`config.mk`:
```
export PLATFORM = sky130hd
export DESIGN_NAME = watchdog_timer
export DESIGN_NICKNAME = d
export VERILOG_FILES = /design/src/rtl/watchdog_timer.sv
export SDC_FILE = /design/constraint.sdc
export NUM_CORES = 1
export LEC_CHECK = 0
export CORE_MARGIN = 8
export CORE_UTILIZATION = 45
export DETAILED_ROUTE_END_ITERATION = 8
export PLACE_DENSITY_LB_ADDON = 0.15
export SLEW_MARGIN = 20
export SYNTH_ARGS = -nofsm -noshare
export SYNTH_HDL_FRONTEND = slang
export SYNTH_SLANG_ARGS = --single-unit
```
`constraint.sdc`:
```
create_clock -name clk -period 2.9 [get_ports clk]
set_input_delay 0.29 -clock clk [delete_from_list [all_inputs] [get_ports clk]]
set_output_delay 0.29 -clock clk [all_outputs]
set_load 0.01 [all_outputs]
```
`src/rtl/watchdog_timer.sv`:
```
// Watchdog timer: an 8 Hz countdown reloaded by kick; on expiry it issues a
// reset pulse of PULSE_LEN 32 kHz ticks and sets a sticky expired flag.
module watchdog_timer #(
  parameter logic [7:0] PULSE_LEN = 8'd64
) (
  input  logic       clk,
  input  logic       rst_n,
  input  logic       ce_32khz,
  input  logic       ce_8hz,
  input  logic       cfg_we,
  input  logic       cfg_en,
  input  logic       cfg_lock,
  input  logic [7:0] cfg_timeout,
  input  logic       kick,
  input  logic       clr_expired,
  output logic [7:0] count,
  output logic       wdt_rst,
  output logic       expired
);

  typedef enum logic [1:0] {
    IDLE  = 2'd0,
    COUNT = 2'd1,
    PULSE = 2'd2
  } state_t;

  state_t     state_q, state_d;
  logic       en_q, en_d;
  logic       locked_q, locked_d;
  logic [7:0] tmo_q, tmo_d;
  logic [7:0] cnt_q, cnt_d;
  logic [7:0] pcnt_q, pcnt_d;
  logic       wdt_rst_q, wdt_rst_d;
  logic       expired_q, expired_d;
  logic       expire;

  // Once locked, a write can only raise en; lock itself is sticky until rst_n.
  always_comb begin
    en_d     = en_q;
    locked_d = locked_q;
    tmo_d    = tmo_q;
    if (cfg_we) begin
      tmo_d = cfg_timeout;
      if (locked_q) begin
        en_d = en_q | cfg_en;
      end else begin
        en_d     = cfg_en;
        locked_d = cfg_lock;
      end
    end
  end

  always_comb begin
    state_d   = state_q;
    cnt_d     = cnt_q;
    pcnt_d    = pcnt_q;
    wdt_rst_d = wdt_rst_q;
    expire    = 1'b0;
    case (state_q)
      IDLE: begin
        cnt_d     = 8'd0;
        wdt_rst_d = 1'b0;
        if (en_q) begin
          state_d = COUNT;
          cnt_d   = tmo_q;
        end
      end
      COUNT: begin
        wdt_rst_d = 1'b0;
        if (!en_q) begin
          state_d = IDLE;
          cnt_d   = 8'd0;
        end else if (kick) begin
          cnt_d = tmo_q;
        end else if (ce_8hz) begin
          // A count of 0 or 1 means this tick is the last one.
          if (cnt_q >= 8'd2) begin
            cnt_d = cnt_q - 8'd1;
          end else begin
            expire    = 1'b1;
            state_d   = PULSE;
            wdt_rst_d = 1'b1;
            pcnt_d    = PULSE_LEN;
            cnt_d     = 8'd0;
          end
        end
      end
      PULSE: begin
        wdt_rst_d = 1'b1;
        if (ce_32khz) begin
          if (pcnt_q <= 8'd1) begin
            wdt_rst_d = 1'b0;
            if (en_q) begin
              state_d = COUNT;
              cnt_d   = tmo_q;
            end else begin
              state_d = IDLE;
              cnt_d   = 8'd0;
            end
          end else begin
            pcnt_d = pcnt_q - 8'd1;
          end
        end
      end
      default: begin
        state_d   = IDLE;
        cnt_d     = 8'd0;
        wdt_rst_d = 1'b0;
      end
    endcase
  end

  // A coincident expiry beats a clear request.
  always_comb begin
    expired_d = expired_q;
    if (expire) begin
      expired_d = 1'b1;
    end else if (clr_expired) begin
      expired_d = 1'b0;
    end
  end

  always_ff @(posedge clk or negedge rst_n) begin
    if (!rst_n) begin
      state_q   <= IDLE;
      en_q      <= 1'b0;
      locked_q  <= 1'b0;
      tmo_q     <= 8'd0;
      cnt_q     <= 8'd0;
      pcnt_q    <= 8'd0;
      wdt_rst_q <= 1'b0;
      expired_q <= 1'b0;
    end else begin
      state_q   <= state_d;
      en_q      <= en_d;
      locked_q  <= locked_d;
      tmo_q     <= tmo_d;
      cnt_q     <= cnt_d;
      pcnt_q    <= pcnt_d;
      wdt_rst_q <= wdt_rst_d;
      expired_q <= expired_d;
    end
  end

  assign count   = cnt_q;
  assign wdt_rst = wdt_rst_q;
  assign expired = expired_q;

endmodule

```
==> impl_metrics.toml <==
[clock_network]
clkLatencyLatePin_ns = 0.27
cts_tree = "done"
cts_buffer_depth = 2
cts_setup_buffers = 0
cts_made_buffers = 5
h-tree-depth = 2
root_buffer = "clkbuf_8"
path_clk_slew_ns = 0.07
cts_sinks = 30
post_cts_resized = 0
ctsHoldBuffers = 0

[power_and_ir_drop]
powerDensity_mw_per_mm2 = 812.9
ir_drop_uv = 376.4
power_leakage_nw = 0.9292
finalPower_mw = 1.773

[critical_path]
worstSetupPathType = "reg2reg"
path_common_cell = "or4_4"
required_ns = 3.05
r2r_start = "count[0]"
endpoint = "state_q[0]"
start_kind = "register"
arrival_ns = 2.63
end_kind = "register"
critPathMaxFanout = 6
critPathMaxStageDelay_ns = 0.55
startpoint = "count[0]"
ff2ff_setup_slack_ns = 0.42
reg2reg_to = "state_q[0]"
crit_chain = "inv_1 -> ha_1 -> or4_4 -> or4_4 -> a31oi_2 -> mux2_1"
r2r_cells = 6
crit_path_top_delay_cell = "or4_4"

[timing]
finalSetupViolCount = 0
hold_viol_final = 0
post-route-min-period_ns = 2.479
finalSetupTns_ns = 0
relSlewSlack = 0.5129
report.final.slew_viol_count = 0
max_freq_ghz = 0.4034
setup_ws_ns = 0.4212
fin_skew_ns = 0.005845
finalCritPeriodShare = 0.8547
grt_setup_unrepaired = "false"
worst_pin_slew_ns = 0.7273

[placement]
placement.setup.worst_slack_ns = 0.4578
hpwlAfterDp_um = 3252
portBuffers = 26
place_area_mm2 = 0.002086
gp_routability_congestion = 0.8485

[grt]
grt_max_degree = 31
grt_pass1_wl_um = 7465
grt.total_usage = 0.1454
antenna_found_initial = 0
gr-total-overflow = 0
grt_pass1_vias = 1605

[yosys]
synth_edf_count = 0
synth_top_family_by_area = "compound AO/OA/AOI/OAI gates"
synth_area_mm2 = 0.001769
yosys.area_share.xor_xnor = 0
synth-seq-cells = 30
syn_inst = 175
synth.avg_cell_area_um2 = 10.11
synth_flop_cell = "dfrtp_1"
synth_fp_nets = 201
synthArstFlopShare = 1.000
synth.area.top_cells = "dfrtp_1 42%, ha_1 6.4%, o21ai_0 5.1%"
synthSimpleGateAreaFrac = 0.1796
synth-compound-area-share = 0.2412
synthAdderAreaFrac = 0.06365
synth_top_area_cell = "dfrtp_1"
ys_seq_area_frac = 0.4243
ys_types = 47
yosysWarnings = 0
synth_mux_area_frac = 0.05728
yosysTopAreaCellShare = 0.4243

[detailed_routing]
ant_nets = 0
drcViolationCount = 0
wirelength_um = 4219
first_pass_iters = 4
routed_via_density = 5.941
drt_iter0_drc = 192
dr_total_vias = 1515
wl_per_cell_um = 16.55

[status]
status = "finished, final reports clean"

[layout]
nets = 232
n_fill_cell = 335
final_common_cell = "dfrtp_1"
fin_util = 0.5869
mostFrequentLayoutCells = "30 x dfrtp_1, 26 x clkdlybuf4s50_1, 18 x o21ai_0"
antenna_cells = 0
drive_above_1_share = 0.1498
final_area_mm2 = 0.002181
syn_to_final_growth_pct = 23.27

[floorplanning]
die_w_um = 78.70
num_rows = 22
core_region_area_mm2 = 0.003716
fp.dieArea_mm2 = 0.006194
io_pins = 27
dieHeight_um = 78.70
start_util = 0.4761

[worst_hold_path]
hold_path_class = "in2async"

[job]
maxCapViolCount = 0
registers in the layout (all words and copies together) (netlist names):
name      flops
tmo_q         8
locked_q      1
count         8
en_q          1
state_q       2
wdt_rst       1
expired       1
pcnt_q        8
worst min path at each step:
stage,end,slack [ns],cells past startpoint
after floorplan,count[0],-0.006,0
after global placement,locked_q,0.44,1
after detailed placement,locked_q,0.45,1
after CTS,pcnt_q[7],0.41,2
after global routing,pcnt_q[2],0.44,2
final,pcnt_q[4],0.39,2
area by class of cell:
cell class	instances	area, µm²	area share
multi-input cells	129	958.4	0.4395
flip-flops and latches	30	750.7	0.3442
repair buffers	27	267.8	0.1228
clock buffers	6	82.58	0.03787
well taps	48	60.06	0.02754
inverters	13	48.80	0.02238
clock inverters	2	12.51	0.005737
cell usage after synthesis (2+ instances only):
cell / n
or4_4: 3
o21a_1: 3
and2_1: 2
inv_1: 13
o211ai_1: 2
nand4b_1: 2
nand3_1: 4
a22o_1: 9
mux2_2: 8
o21ai_0: 18
or4_1: 3
clkbuf_1: 3
a32o_1: 3
nor4_1: 2
a21oi_1: 2
o41ai_2: 3
nor2_1: 9
dfrtp_1: 30
nor2b_1: 2
nor3_1: 6
ha_1: 9
nand2_1: 11
nand2b_1: 2
or3_1: 3
report_power, final:
part / leakage [nW] / internal [mW] / switching, mW
logic: 0.514 / 0.380 / 0.416
clock network: 0.0472 / 0.190 / 0.156
registers: 0.368 / 0.508 / 0.124
total: 0.929 / 1.08 / 0.695
worst max-delay path: cells and delay by family (launching register included):
family	cells	cell delay, ns
AND/OR/NAND/NOR	2	1.02
adder cells (fa/ha/maj)	1	0.22
AO/OA/AOI/OAI	1	0.26
flip-flops	1	0.43
multiplexers	1	0.35
buffers and inverters	1	0.09
metrics by stage:
step / std cells / hold WS (ns)
2_1_floorplan: 175 / -0.005591
3_3_place_gp: 247 / 0.4426
3_5_place_dp: 247 / 0.4456
4_1_cts: 255 / 0.4138
5_1_grt: 255 / 0.4361
6_report: 255 / 0.3920
per-layer routing:
layer  up-vias  routed length, µm  GRT usage
met5         -                  0          0
met4         0                 23    0.03704
met3         4                241    0.04392
met1       745               1951     0.1872
li1        718                  -          -
met2        48               2002     0.2320
cell families after synthesis:
logic type                 after synthesis
AOI/OAI and AO/OA                       55
muxes                                    9
and+or+nand+nor                         56
buffers and inverters                   16
DFF                                     30
adders and majority gates                9
Note: power is estimated with default switching activity, not from simulation.
